<file path="config.mk">
export PLATFORM = sky130hd
export DESIGN_NAME = axis_pkt_rr_arbiter
export DESIGN_NICKNAME = d
export VERILOG_FILES = /design/src/rtl/axis_arb_pkg.sv /design/src/rtl/axis_reg_slice.sv /design/src/rtl/axis_pkt_rr_arbiter.sv
export SDC_FILE = /design/constraint.sdc
export NUM_CORES = 1
export LEC_CHECK = 0
export CAP_MARGIN = 20
export CELL_PAD_IN_SITES_DETAIL_PLACEMENT = 0
export CELL_PAD_IN_SITES_GLOBAL_PLACEMENT = 1
export CORE_MARGIN = 4
export CORE_UTILIZATION = 36
export DETAILED_ROUTE_END_ITERATION = 10
export PLACE_DENSITY_LB_ADDON = 0.05
export SYNTH_ARGS = -nofsm -noshare
export SYNTH_HDL_FRONTEND = slang
export SYNTH_HIERARCHICAL = 1
export SYNTH_SLANG_ARGS = --single-unit
</file>
<file path="constraint.sdc">
create_clock -name clock -period 3.1 [get_ports clock]
set_clock_uncertainty 0.05 [all_clocks]
set_input_delay 0.31 -clock clock [delete_from_list [all_inputs] [get_ports clock]]
set_output_delay 0.31 -clock clock [all_outputs]
set_load 0.01 [all_outputs]
</file>
<file path="src/rtl/axis_arb_pkg.sv">
// rtl/axis_arb_pkg.sv - FSM state type and rotate-priority pick for the packet arbiter
package axis_arb_pkg;

   typedef enum logic [0:0] {
      IDLE = 1'b0,
      LOCK = 1'b1
   } arb_state_e;

   localparam int MAX_PORTS = 16;

   // First set bit of req searched from last+1 upward, wrapping at num-1 -> 0.
   function automatic logic [3:0] rr_pick(input logic [MAX_PORTS-1:0] req,
                                          input logic [3:0]           last,
                                          input logic [4:0]           num);
      logic [3:0] pick;
      logic       found;
      logic [4:0] idx;
      pick  = 4'd0;
      found = 1'b0;
      for (int k = 1; k <= MAX_PORTS; k++) begin
         idx = 5'({1'b0, last}) + 5'(k);
         if (idx >= num) idx = idx - num;
         if (!found && (5'(k) <= num) && req[idx[3:0]]) begin
            pick  = idx[3:0];
            found = 1'b1;
         end
      end
      return pick;
   endfunction

endpackage

</file>
<file path="src/rtl/axis_reg_slice.sv">
// rtl/axis_reg_slice.sv - two-entry skid buffer with registered valid and ready
module axis_reg_slice #(
   parameter int DSIZE = 16,
   parameter int USIZE = 1
) (
   input  logic             clock,
   input  logic             rst_n,
   input  logic             s_tvalid_i,
   output logic             s_tready_o,
   input  logic [DSIZE-1:0] s_tdata_i,
   input  logic             s_tlast_i,
   input  logic [USIZE-1:0] s_tuser_i,
   output logic             m_tvalid_o,
   input  logic             m_tready_i,
   output logic [DSIZE-1:0] m_tdata_o,
   output logic             m_tlast_o,
   output logic [USIZE-1:0] m_tuser_o
);

   localparam int W = DSIZE + USIZE + 1;

   logic [W-1:0] main_q, main_d, skid_q, skid_d, in_beat;
   logic         main_vld_q, main_vld_d, skid_vld_q, skid_vld_d;
   logic         s_hs;

   assign in_beat    = {s_tuser_i, s_tlast_i, s_tdata_i};
   assign s_tready_o = ~skid_vld_q;
   assign s_hs       = s_tvalid_i & ~skid_vld_q;

   // The skid entry only fills when the output is stalled, so ready drops one cycle late safely.
   always_comb begin
      main_vld_d = main_vld_q;
      main_d     = main_q;
      skid_vld_d = skid_vld_q;
      skid_d     = skid_q;
      if (!main_vld_q || m_tready_i) begin
         if (skid_vld_q) begin
            main_vld_d = 1'b1;
            main_d     = skid_q;
            skid_vld_d = 1'b0;
         end else begin
            main_vld_d = s_hs;
            if (s_hs) main_d = in_beat;
         end
      end else if (s_hs) begin
         skid_vld_d = 1'b1;
         skid_d     = in_beat;
      end
   end

   always_ff @(posedge clock or negedge rst_n) begin
      if (!rst_n) begin
         main_q     <= '0;
         skid_q     <= '0;
         main_vld_q <= 1'b0;
         skid_vld_q <= 1'b0;
      end else begin
         main_q     <= main_d;
         skid_q     <= skid_d;
         main_vld_q <= main_vld_d;
         skid_vld_q <= skid_vld_d;
      end
   end

   assign m_tvalid_o = main_vld_q;
   assign m_tdata_o  = main_q[DSIZE-1:0];
   assign m_tlast_o  = main_q[DSIZE];
   assign m_tuser_o  = main_q[W-1 -: USIZE];

endmodule

</file>
<file path="src/rtl/axis_pkt_rr_arbiter.sv">
// rtl/axis_pkt_rr_arbiter.sv - packet-locked round-robin arbiter of NUM streams onto one output
module axis_pkt_rr_arbiter
   import axis_arb_pkg::*;
#(
   parameter  int NUM   = 4,
   parameter  int DSIZE = 16,
   parameter  int USIZE = 1,
   localparam int IDW   = $clog2(NUM)
) (
   input  logic                 clock,
   input  logic                 rst_n,
   input  logic [NUM-1:0]       s_tvalid_i,
   output logic [NUM-1:0]       s_tready_o,
   input  logic [NUM*DSIZE-1:0] s_tdata_i,
   input  logic [NUM-1:0]       s_tlast_i,
   input  logic [NUM*USIZE-1:0] s_tuser_i,
   output logic                 m_tvalid_o,
   input  logic                 m_tready_i,
   output logic [DSIZE-1:0]     m_tdata_o,
   output logic                 m_tlast_o,
   output logic [USIZE-1:0]     m_tuser_o,
   output logic                 grant_vld,
   output logic [IDW-1:0]       grant_id,
   output logic                 pkt_done,
   output logic [15:0]          beat_cnt
);

   arb_state_e       state_q, state_d;
   logic [IDW-1:0]   grant_q, grant_d, last_ptr_q, last_ptr_d;
   logic [15:0]      beat_cnt_q, beat_cnt_d;
   logic             sel_valid, sel_last, slice_ready, beat_hs;
   logic [DSIZE-1:0] sel_data;
   logic [USIZE-1:0] sel_user;

   assign sel_valid = (state_q == LOCK) & s_tvalid_i[grant_q];
   assign sel_last  = s_tlast_i[grant_q];
   assign sel_data  = s_tdata_i[int'(grant_q)*DSIZE +: DSIZE];
   assign sel_user  = s_tuser_i[int'(grant_q)*USIZE +: USIZE];
   assign beat_hs   = sel_valid & slice_ready;

   always_comb begin
      state_d    = state_q;
      grant_d    = grant_q;
      last_ptr_d = last_ptr_q;
      beat_cnt_d = beat_cnt_q;
      s_tready_o = '0;
      pkt_done   = 1'b0;
      case (state_q)
         IDLE: begin
            if (|s_tvalid_i) begin
               state_d    = LOCK;
               grant_d    = IDW'(rr_pick(16'(s_tvalid_i), 4'(last_ptr_q), 5'(NUM)));
               beat_cnt_d = 16'd0;
            end
         end
         LOCK: begin
            s_tready_o[grant_q] = slice_ready;
            if (beat_hs) begin
               if (beat_cnt_q != 16'hFFFF) beat_cnt_d = beat_cnt_q + 16'd1;
               // Only tlast releases the lock; a gap in tvalid just waits.
               if (sel_last) begin
                  pkt_done   = 1'b1;
                  last_ptr_d = grant_q;
                  state_d    = IDLE;
               end
            end
         end
         default: state_d = IDLE;
      endcase
   end

   always_ff @(posedge clock or negedge rst_n) begin
      if (!rst_n) begin
         state_q    <= IDLE;
         grant_q    <= '0;
         last_ptr_q <= IDW'(NUM - 1);
         beat_cnt_q <= '0;
      end else begin
         state_q    <= state_d;
         grant_q    <= grant_d;
         last_ptr_q <= last_ptr_d;
         beat_cnt_q <= beat_cnt_d;
      end
   end

   axis_reg_slice #(
      .DSIZE (DSIZE),
      .USIZE (USIZE)
   ) u_slice (
      .clock      (clock),
      .rst_n      (rst_n),
      .s_tvalid_i (sel_valid),
      .s_tready_o (slice_ready),
      .s_tdata_i  (sel_data),
      .s_tlast_i  (sel_last),
      .s_tuser_i  (sel_user),
      .m_tvalid_o (m_tvalid_o),
      .m_tready_i (m_tready_i),
      .m_tdata_o  (m_tdata_o),
      .m_tlast_o  (m_tlast_o),
      .m_tuser_o  (m_tuser_o)
   );

   assign grant_vld = (state_q == LOCK);
   assign grant_id  = grant_q;
   assign beat_cnt  = beat_cnt_q;

endmodule

</file>
# Yosys cells after proc, flatten, opt, wreduce, memory -nomap -nowiden
# Cells that the tools add are included.
dict set report word_totals {
  ff_bits 59
  latchBits 0
  mem_bits_rw 0
  mem_bits_ro 0
  in_bits 79
  output_inout_bits 43
  memories 0
}
dict set report classes {
  addsub 9
  n_mul 0
  div_mod_pow 0
  order_cmp 10
  n_eq_ne 4
  n_shift 2
  muxes 56
  bitwise_logic 6
  reduce_logical 17
}
# operator count
set ops {}
lappend ops {{$shiftx A64 B7 Y16} 1}
lappend ops {{$mux W4} 13}
lappend ops {{$mux W16} 3}
lappend ops {{$mux W18} 2}
lappend ops {{$pmux W16 S2} 1}
lappend ops {{$mux W1} 25}
lappend ops {{$lt A4 B5 Y1 const B} 4}
lappend ops {{$add A16 B1 Y16 const B} 1}
lappend ops {{$bmux W1 S4} 4}
lappend ops {{$ne A16 B16 Y1 const B} 1}
lappend ops {{$sub A3 B3 Y4 const B} 3}
lappend ops {{$ge A3 B3 Y1 const B} 3}
lappend ops {{$mux W2} 4}
lappend ops {{$add A2 B2 Y3 const B} 2}
lappend ops {{$reduce_and A2 Y1} 3}
lappend ops {{$reduce_and A3 Y1} 2}
lappend ops {{$add A2 B3 Y4 const B} 1}
lappend ops {{$and A4 B4 Y4} 1}
lappend ops {{$bmux W1 S2} 2}
lappend ops {{$ge A4 B3 Y1 const B} 1}
lappend ops {{$logic_and A1 B1 Y1} 4}
lappend ops {{$logic_not A1 Y1} 4}
lappend ops {{$ne A2 B1 Y1 const B} 2}
lappend ops {{$reduce_bool A2 Y1} 2}
lappend ops {{other kinds (12)} 15}

# Depth between registers and ports, before layout
# Gate-level depths: netlist of the first run.
dict set report logic_depth {
  depth_word 23
  mapped_depth 8
  ltp_nobuf 7
}

# Cells and area by module
# Netlist of the first run, hierarchy kept.
# module instances cells_each area_per_inst_um2 seq_area_each_um2
set by_module_without_submodules {}
lappend by_module_without_submodules {axis_pkt_rr_arbiter 1 179 1854.3 528.0}
lappend by_module_without_submodules {axis_reg_slice 1 105 1750.4 950.9}

# Worst setup path after synthesis of the first run
# Ideal clock, no wire load.
dict set report synth_timing {
  path_kind {flip-flop to flip-flop}
  startpoint {register last_ptr_q[0]}
  endpoint {register grant_q[0] (netlist: grant_id[0])}
  setup_time_ns 0.101
  t_arrival_ns 2.131
  required_ns 2.949
  slack_ns 0.818
  stages_incl_launch_ff 8
  path_buffers 1
  period_less_slack_ns 2.282
  path_cell_list {dfstp_2 > clkbuf_1 > inv_1 > ha_1 > mux4_2 > and2_1 > o2111a_1 > o32ai_1}
}
dict set report synth_between {
  elab_chain_cells 23
  word_cells_on_any_way 51
  cone_classes {add/sub: 8; order compare: 4; mux: 33; reduce/logical: 6}
}
# element line_no
set synth_rtl {}
lappend synth_rtl {{start, declared} axis_pkt_rr_arbiter.sv:29} ;# logic [IDW-1:0] grant_q, grant_d, last_ptr_q, last_ptr_d;
lappend synth_rtl {{start signal, assigned} axis_pkt_rr_arbiter.sv:76} ;# last_ptr_q <= IDW'(NUM - 1);
lappend synth_rtl {{start signal, assigned} axis_pkt_rr_arbiter.sv:81} ;# last_ptr_q <= last_ptr_d;
lappend synth_rtl {{$add A2 B1 Y3} axis_arb_pkg.sv:21} ;# idx = 5'({1'b0, last}) + 5'(k);
lappend synth_rtl {{$sub A3 B3 Y4 / $ge A3 B3 Y1 (equally long branches)} axis_arb_pkg.sv:22} ;# if (idx >= num) idx = idx - num;
lappend synth_rtl {{$mux W4} axis_arb_pkg.sv:22}
lappend synth_rtl {{$mux W4} axis_pkt_rr_arbiter.sv:50} ;# if (|s_tvalid_i) begin
lappend synth_rtl {{$mux W4} axis_pkt_rr_arbiter.sv:48} ;# case (state_q)
lappend synth_rtl {{$bmux W1 S4} axis_arb_pkg.sv:23} ;# if (!found && (5'(k) <= num) && req[idx[3:0]]) begin
lappend synth_rtl {{$mux W1 (not written as such)} axis_arb_pkg.sv:23}
lappend synth_rtl {{$mux W1} axis_arb_pkg.sv:23}
lappend synth_rtl {{[7 not listed]} -}
lappend synth_rtl {{$logic_not A1 Y1} axis_arb_pkg.sv:23}
lappend synth_rtl {{$logic_and A1 B1 Y1} axis_arb_pkg.sv:23}
lappend synth_rtl {{$mux W1} axis_arb_pkg.sv:23}
lappend synth_rtl {{$mux W1} axis_pkt_rr_arbiter.sv:50}
lappend synth_rtl {{$mux W1} axis_pkt_rr_arbiter.sv:48}
lappend synth_rtl {{$logic_not A1 Y1} axis_arb_pkg.sv:23}
lappend synth_rtl {{$logic_and A1 B1 Y1} axis_arb_pkg.sv:23}
lappend synth_rtl {{$mux W2 *} axis_arb_pkg.sv:23}
lappend synth_rtl {{end signal, assigned} axis_pkt_rr_arbiter.sv:80} ;# grant_q <= grant_d;
lappend synth_rtl {{end, declared} axis_pkt_rr_arbiter.sv:29}
# Mark *: on every way between the ends. The rest lies on a longest branch, timed or not. The select of a mux whose other input is x is not followed.
# A chain may end at the register's enable or synchronous reset.

# Final worst setup path of the first run
dict set report layout_timing {
  startpoint {register grant_q[1] (netlist: grant_id[1])}
  endpoint {output pkt_done}
}
dict set report layout_between {
  word_cells_on_any_way 9
  cone_classes {mux: 7; bitwise: 2}
}
# element line_no
set layout_lines {}
lappend layout_lines {{$bmux W1 S2} axis_pkt_rr_arbiter.sv:36} ;# assign sel_last = s_tlast_i[grant_q];
lappend layout_lines {{$mux W1 (not written as such)} axis_pkt_rr_arbiter.sv:36}
lappend layout_lines {{net sel_last} axis_pkt_rr_arbiter.sv:31} ;# logic sel_valid, sel_last, slice_ready, beat_hs;
lappend layout_lines {{$mux W1} axis_pkt_rr_arbiter.sv:61} ;# if (sel_last) begin
lappend layout_lines {{$mux W1} axis_pkt_rr_arbiter.sv:58} ;# if (beat_hs) begin
lappend layout_lines {{$mux W1} axis_pkt_rr_arbiter.sv:48}
lappend layout_lines {{end, declared} axis_pkt_rr_arbiter.sv:24} ;# output logic pkt_done,
# The timed path passes the listed nets, and every way through them passes these cells. The select of a mux whose other input is x is not followed.

==> flow_metrics.tcl, run 1 <==
set metrics [dict create \
    h-tree-depth 3 \
    maxSlewViolCount 0 \
    fmax_mhz 389 \
    rows 36 \
    setup_viol 0 \
    first_iter_violations 93 \
    cts_tree "done" \
    port_buffers 121 \
    powerDensity_mw_per_mm2 883 \
    cts_sinks 59 \
    grt_pass1_wl_um 14600 \
    synth_seq_cells 59 \
    yosysTopAreaCellShare_pct 39.6 \
    routed_via_density 5.10 \
    cp-end-kind "output pin" \
    overflow 0 \
    cp_cell_sequence "buf_4 -> mux4_2 -> nand4_1 -> inv_1 -> clkdlybuf4s50_1" \
    hold_viol 0 \
    post_cts_buffers 0 \
    initial_core_util_pct 36.9 \
    synth.distinct_cells 54 \
    hold_class "primary input to async pin" \
    synth.avg_cell_area_sq_um 12.7 \
    cts_root_buffer "clkbuf_8" \
    cp_num_buf_inv 3 \
    routed_wl_um 9040 \
    insertion_delay_ns 0.34 \
    wl_per_cell_um 16.6 \
    clock_path_buffers 2 \
    synth_area_leader_cell "dfrtp_1" \
    synth-async-reset-ratio_pct 100 \
    syn_to_final_growth_pct 41.9 \
    die_y_um 108 \
    final.period_utilization_pct 82.9 \
    drive_above_1_share_pct 23.8 \
    io_pins 122 \
    fin_nets 492 \
    dr.pass1.iters 4 \
    ctsResizeCount 0 \
    critical_path.max_stage_delay_ns 0.55 \
    vias 2782 \
    syn_nets 369 \
    seq_area_frac_synth_pct 41.0 \
    yosys_warnings 6 \
    hold_slack_ns 0.0577 \
    worst_path_max_delay_cell "clkdlybuf4s50_1" \
    gp_congestion 0.832 \
    die_w_um 108 \
    cts_hold_buffers 0 \
    syn-cell-area_sq_mm 0.00360 \
    tns_ns 0 \
    rsz0062_at_grt "no" \
    synthCells 284 \
    grt_use_total_pct 16.0 \
    post-dp-hpwl_um 6670 \
    core_area_sq_mm 0.00977 \
    drc_errors 0 \
    leakage_uw 0.00204 \
    startpoint_type "flop" \
    ys.flop_type "dfrtp_1" \
    antenna_found_initial 0 \
    drv_cap 0 \
    grt_pass1_vias 2809 \
    period_needed_ns 2.57 \
    ant_nets 0 \
    worst_slew_pin_slew_ns 0.982 \
    ir_drop_mv 0.499 \
    crit_fanout 22 \
    p_total_uw 4520 \
    n_antenna_cell 0 \
    synth_area_leaders "dfrtp_1 (40%), mux4_2 (12%), mux2_2 (9.1%)" \
    numCtsBuffers 9 \
    grt_start_max_net_pins 60 \
    critPathTopFamily "buffers and inverters" \
    nFillCells 894 \
    status "completed" \
    worstPathArrival_ns 2.21 \
    required_ns 2.74 \
    dieArea_sq_mm 0.0117 \
    timing.slew.headroom_pct 34.4 \
    synth-edff-count 0 \
    setup.worst_path.class "flop to output pin" \
    path_clk_slew_ns 0.07 \
]
-- cell usage after synthesis, types with 3 or more instances --
cell	n
and2_1	4
nor4_1	3
nand2_1	15
mux2_1	10
and3_1	3
or3_1	4
o211ai_1	3
nor2_1	12
buf_6	4
nor4b_1	3
xnor2_1	4
mux4_2	20
mux2_2	29
inv_1	8
clkbuf_1	3
a21oi_1	12
dfrtp_1	57
mux2_4	19
buf_1	3
nand4_1	4
a31oi_1	3
ha_1	6
nand3_1	8
o21ai_0	8
-- path summary, 6_finish.rpt --
kind	start	end	slack, ns	depth (start not counted)
max reg2reg	grant_id[1]	u_slice/skid_q[6]	0.74	4
min in group clock	u_slice/skid_q[8]	u_slice/skid_q[8]	0.43	1
min	rst_n	u_slice/skid_q[3]	0.06	2
max in group asynchronous	rst_n	beat_cnt[4]	2.43	2
max	grant_id[1]	pkt_done	0.53	5
min reg2reg	u_slice/skid_q[8]	u_slice/skid_q[8]	0.43	1
-- state kept, by name (all words and copies together) (netlist names) --
register            cells
u_slice/m_tvalid_o      1
u_slice/main_q         18
beat_cnt               16
last_ptr_q              2
u_slice/skid_q         18
u_slice/skid_vld_q      1
grant_vld               1
grant_id                2
-- cell usage in the layout, fill, tap and decap left out, types with 6 or more instances in the layout --
| master | Yosys | layout |
|---|---|---|
| nand2_1 | 15 | 15 |
| inv_1 | 8 | 8 |
| ha_1 | 6 | 6 |
| dfrtp_1 | 57 | 57 |
| a21oi_1 | 12 | 12 |
| o21ai_0 | 8 | 8 |
| nor2_1 | 12 | 12 |
| clkdlybuf4s50_1 | 0 | 120 |
| mux2_4 | 19 | 19 |
| mux2_1 | 10 | 10 |
| clkbuf_8 | 0 | 11 |
| mux4_2 | 20 | 20 |
| nand3_1 | 8 | 8 |
| mux2_2 | 29 | 29 |
-- cells by family (layout without fill, tap and decap cells) --
logic type,count (synthesis),in the layout,share of synthesized area (%)
compound gates,44,44,8.30
xor+xnor,4,4,0.972
fa+ha+maj,6,6,2.08
buf+inv,22,150,3.75
flops,59,59,41.0
mux,80,80,33.1
simple gates,69,69,10.7
-- metrics by stage --
| step | utilization, % | instances | area [sq um] | setup slack (ns) |
|---|---|---|---|---|
| 2_1_floorplan | - | 284 | 3600 | 0.818 |
| 3_3_place_gp | 50.2 | 528 | 4910 | 0.139 |
| 3_5_place_dp | 50.4 | 529 | 4930 | 0.255 |
| 4_1_cts | 52.3 | 545 | 5110 | 0.455 |
| 5_1_grt | 52.3 | 545 | 5110 | 0.335 |
| 6_report | 52.3 | 545 | 5110 | 0.529 |
-- area by class of cell --
type	instances	area [sq um]	share of cell area, %
inverter	8	30.0	0.587
clock buffer	11	151	2.96
tap	133	166	3.25
clock inverter	5	36.3	0.710
sequential	59	1480	28.9
timing repair buffer	126	1250	24.5
multi-input combinational	203	2000	39.1
-- power by group --
group	internal (uW)	total, uW	switching, uW
combinational	1480	2520	1040
clock	334	649	315
sequential	1100	1350	245
total	2920	4520	1600
-- metal layers --
layer	vias up	GRT usage, %	wire length [um]
li1	1336	-	-
met1	1349	20.6	3870
met2	89	26.5	4380
met3	8	4.48	691
met4	0	4.33	89
met5	-	0	0
(Power assumes the default switching activity.)
==> run 2: changes to the inputs <==
clock period = 2.39 ns   (was 3.1 ns; I/O delays follow)
==> flow_metrics.tcl, run 2 (same netlist as run 1, synthesis figures left out) <==
set metrics [dict create \
    antenna_found_initial 0 \
    overflow 0 \
    wl_per_cell_um 16.4 \
    grt_pass1_vias 2997 \
    routed_wl_um 9160 \
    grt_use_total_pct 16.1 \
    setup.worst_path.class "flop to output pin" \
    dpl_cell_area_sq_mm 0.00503 \
    drc_errors 0 \
    setup_ws_ns 0.126 \
    required_ns 2.10 \
    core_area_sq_mm 0.00977 \
    use_met3_pct 2.99 \
    numCtsBuffers 9 \
    h-tree-depth 3 \
    routed_via_density 5.16 \
    fmax_mhz 442 \
    critical_path.max_stage_delay_ns 0.55 \
    powerDensity_mw_per_mm2 1160 \
    maxSlewViolCount 0 \
    hold_slack_ns 0.432 \
    ir_drop_mv 0.695 \
    first_iter_violations 65 \
    vias 2875 \
    mostFrequentLayoutCells "clkdlybuf4s50_1 (119), dfrtp_1 (57), mux2_2 (29), mux4_2 (20), mux2_4 (19)" \
    insertion_delay_ns 0.33 \
    rsz0062_at_grt "yes" \
    cp_num_buf_inv 3 \
    die_w_um 108 \
    cp-end-kind "output pin" \
    timing.slew.headroom_pct 53.4 \
    syn_to_final_growth_pct 46.2 \
    cp_cell_sequence "mux4_2 -> buf_4 -> nand4_1 -> inv_1 -> dlygate4sd2_1" \
    critPathTopFamily "multiplexers" \
    worstPathArrival_ns 1.97 \
    clock_path_buffers 2 \
    layout_commonest_cell "clkdlybuf4s50_1" \
    n_antenna_cell 0 \
    gp_congestion 0.771 \
    fin_nets 506 \
    port_buffers 121 \
    startpoint_type "flop" \
    worst_slew_pin_slew_ns 0.699 \
    io_pins 122 \
    fin_area_sq_mm 0.00527 \
    setup_viol 0 \
    initial_core_util_pct 36.9 \
    dpl_worst_slack_ns -0.196 \
    worst_path_max_delay_cell "mux4_2" \
    grt_pass1_wl_um 14900 \
    grtUsageMet2_pct 26.9 \
    leakage_uw 0.00214 \
    gr-usage-met1_pct 21.0 \
    grt_busiest_layer "met2" \
    period_needed_ns 2.26 \
    drive_above_1_share_pct 25.7 \
    cts_tree "done" \
    ant_nets 0 \
    grt_start_max_net_pins 32 \
    dr.pass1.iters 4 \
    dieArea_sq_mm 0.0117 \
    post-dp-hpwl_um 6850 \
    die_y_um 108 \
    crit_fanout 4 \
    cts_root_buffer "clkbuf_8" \
    path_clk_slew_ns 0.06 \
    cts_sinks 59 \
    p_total_uw 6110 \
    nFillCells 879 \
    rows 36 \
    status "completed" \
    final.period_utilization_pct 94.7 \
    hold_class "flop to flop" \
    post-route-util_pct 53.9 \
    drv_cap 0 \
    hold_viol 0 \
]
-- run 2: what timing repair did --
item                                    in CTS  in global routing
hold buffers                                 1                  0
gates cloned                                 0                  0
setup buffers                                0                  1
endpoints found under the setup margin       1                 20
hold endpoints to repair                    30                  0
gates resized for setup                      2                  2
-- run 2: worst register-to-register path, stage by stage (launching register included) --
cell	delay, ns
dfrtp_1	0.42
mux4_2	0.38
and2_1	0.16
nor2_1	0.06
nor2b_2	0.46
buf_8	0.24
mux2_2	0.35
-- run 2: cell type report --
type	instances	area, sq um	share of cell area, %
Clock buffer	12	165	3.13
Timing Repair Buffer	140	1390	26.5
Multi-Input combinational cell	203	2000	37.9
Tap cell	133	166	3.16
Inverter	8	30.0	0.570
Clock inverter	2	35.0	0.665
Sequential cell	59	1480	28.1
-- run 2: routing by layer --
| metal | vias to the layer above | wire length (um) |
|---|---|---|
| li1 | 1361 | - |
| met1 | 1426 | 4020 |
| met2 | 77 | 4520 |
| met3 | 11 | 495 |
| met4 | 0 | 123 |
| met5 | - | 0 |
-- run 2: where the power goes --
| part | total [uW] | switching [uW] | internal, uW |
|---|---|---|---|
| Clock | 924 | 370 | 554 |
| Sequential | 1690 | 264 | 1430 |
| Combinational | 3500 | 1460 | 2040 |
-- run 2: final timing paths --
path                                   start                end  slack, ns  cells after the start
setup / recovery                 grant_id[1]           pkt_done       0.13                      5
hold / removal             u_slice/skid_q[7]  u_slice/skid_q[7]       0.43                      1
setup reg to reg                 grant_id[1]  u_slice/main_q[9]       0.17                      6
hold reg to reg            u_slice/skid_q[7]  u_slice/skid_q[7]       0.43                      1
max in group asynchronous              rst_n      last_ptr_q[0]       1.15                      3
min in group asynchronous              rst_n  u_slice/skid_q[6]       0.45                      2
-- run 2: metrics by stage --
step	std cells	setup TNS (ns)
2_1_floorplan	284	0
3_3_place_gp	540	-8.15
3_5_place_dp	541	-3.45
4_1_cts	556	0
5_1_grt	557	-0.00526
6_report	557	0
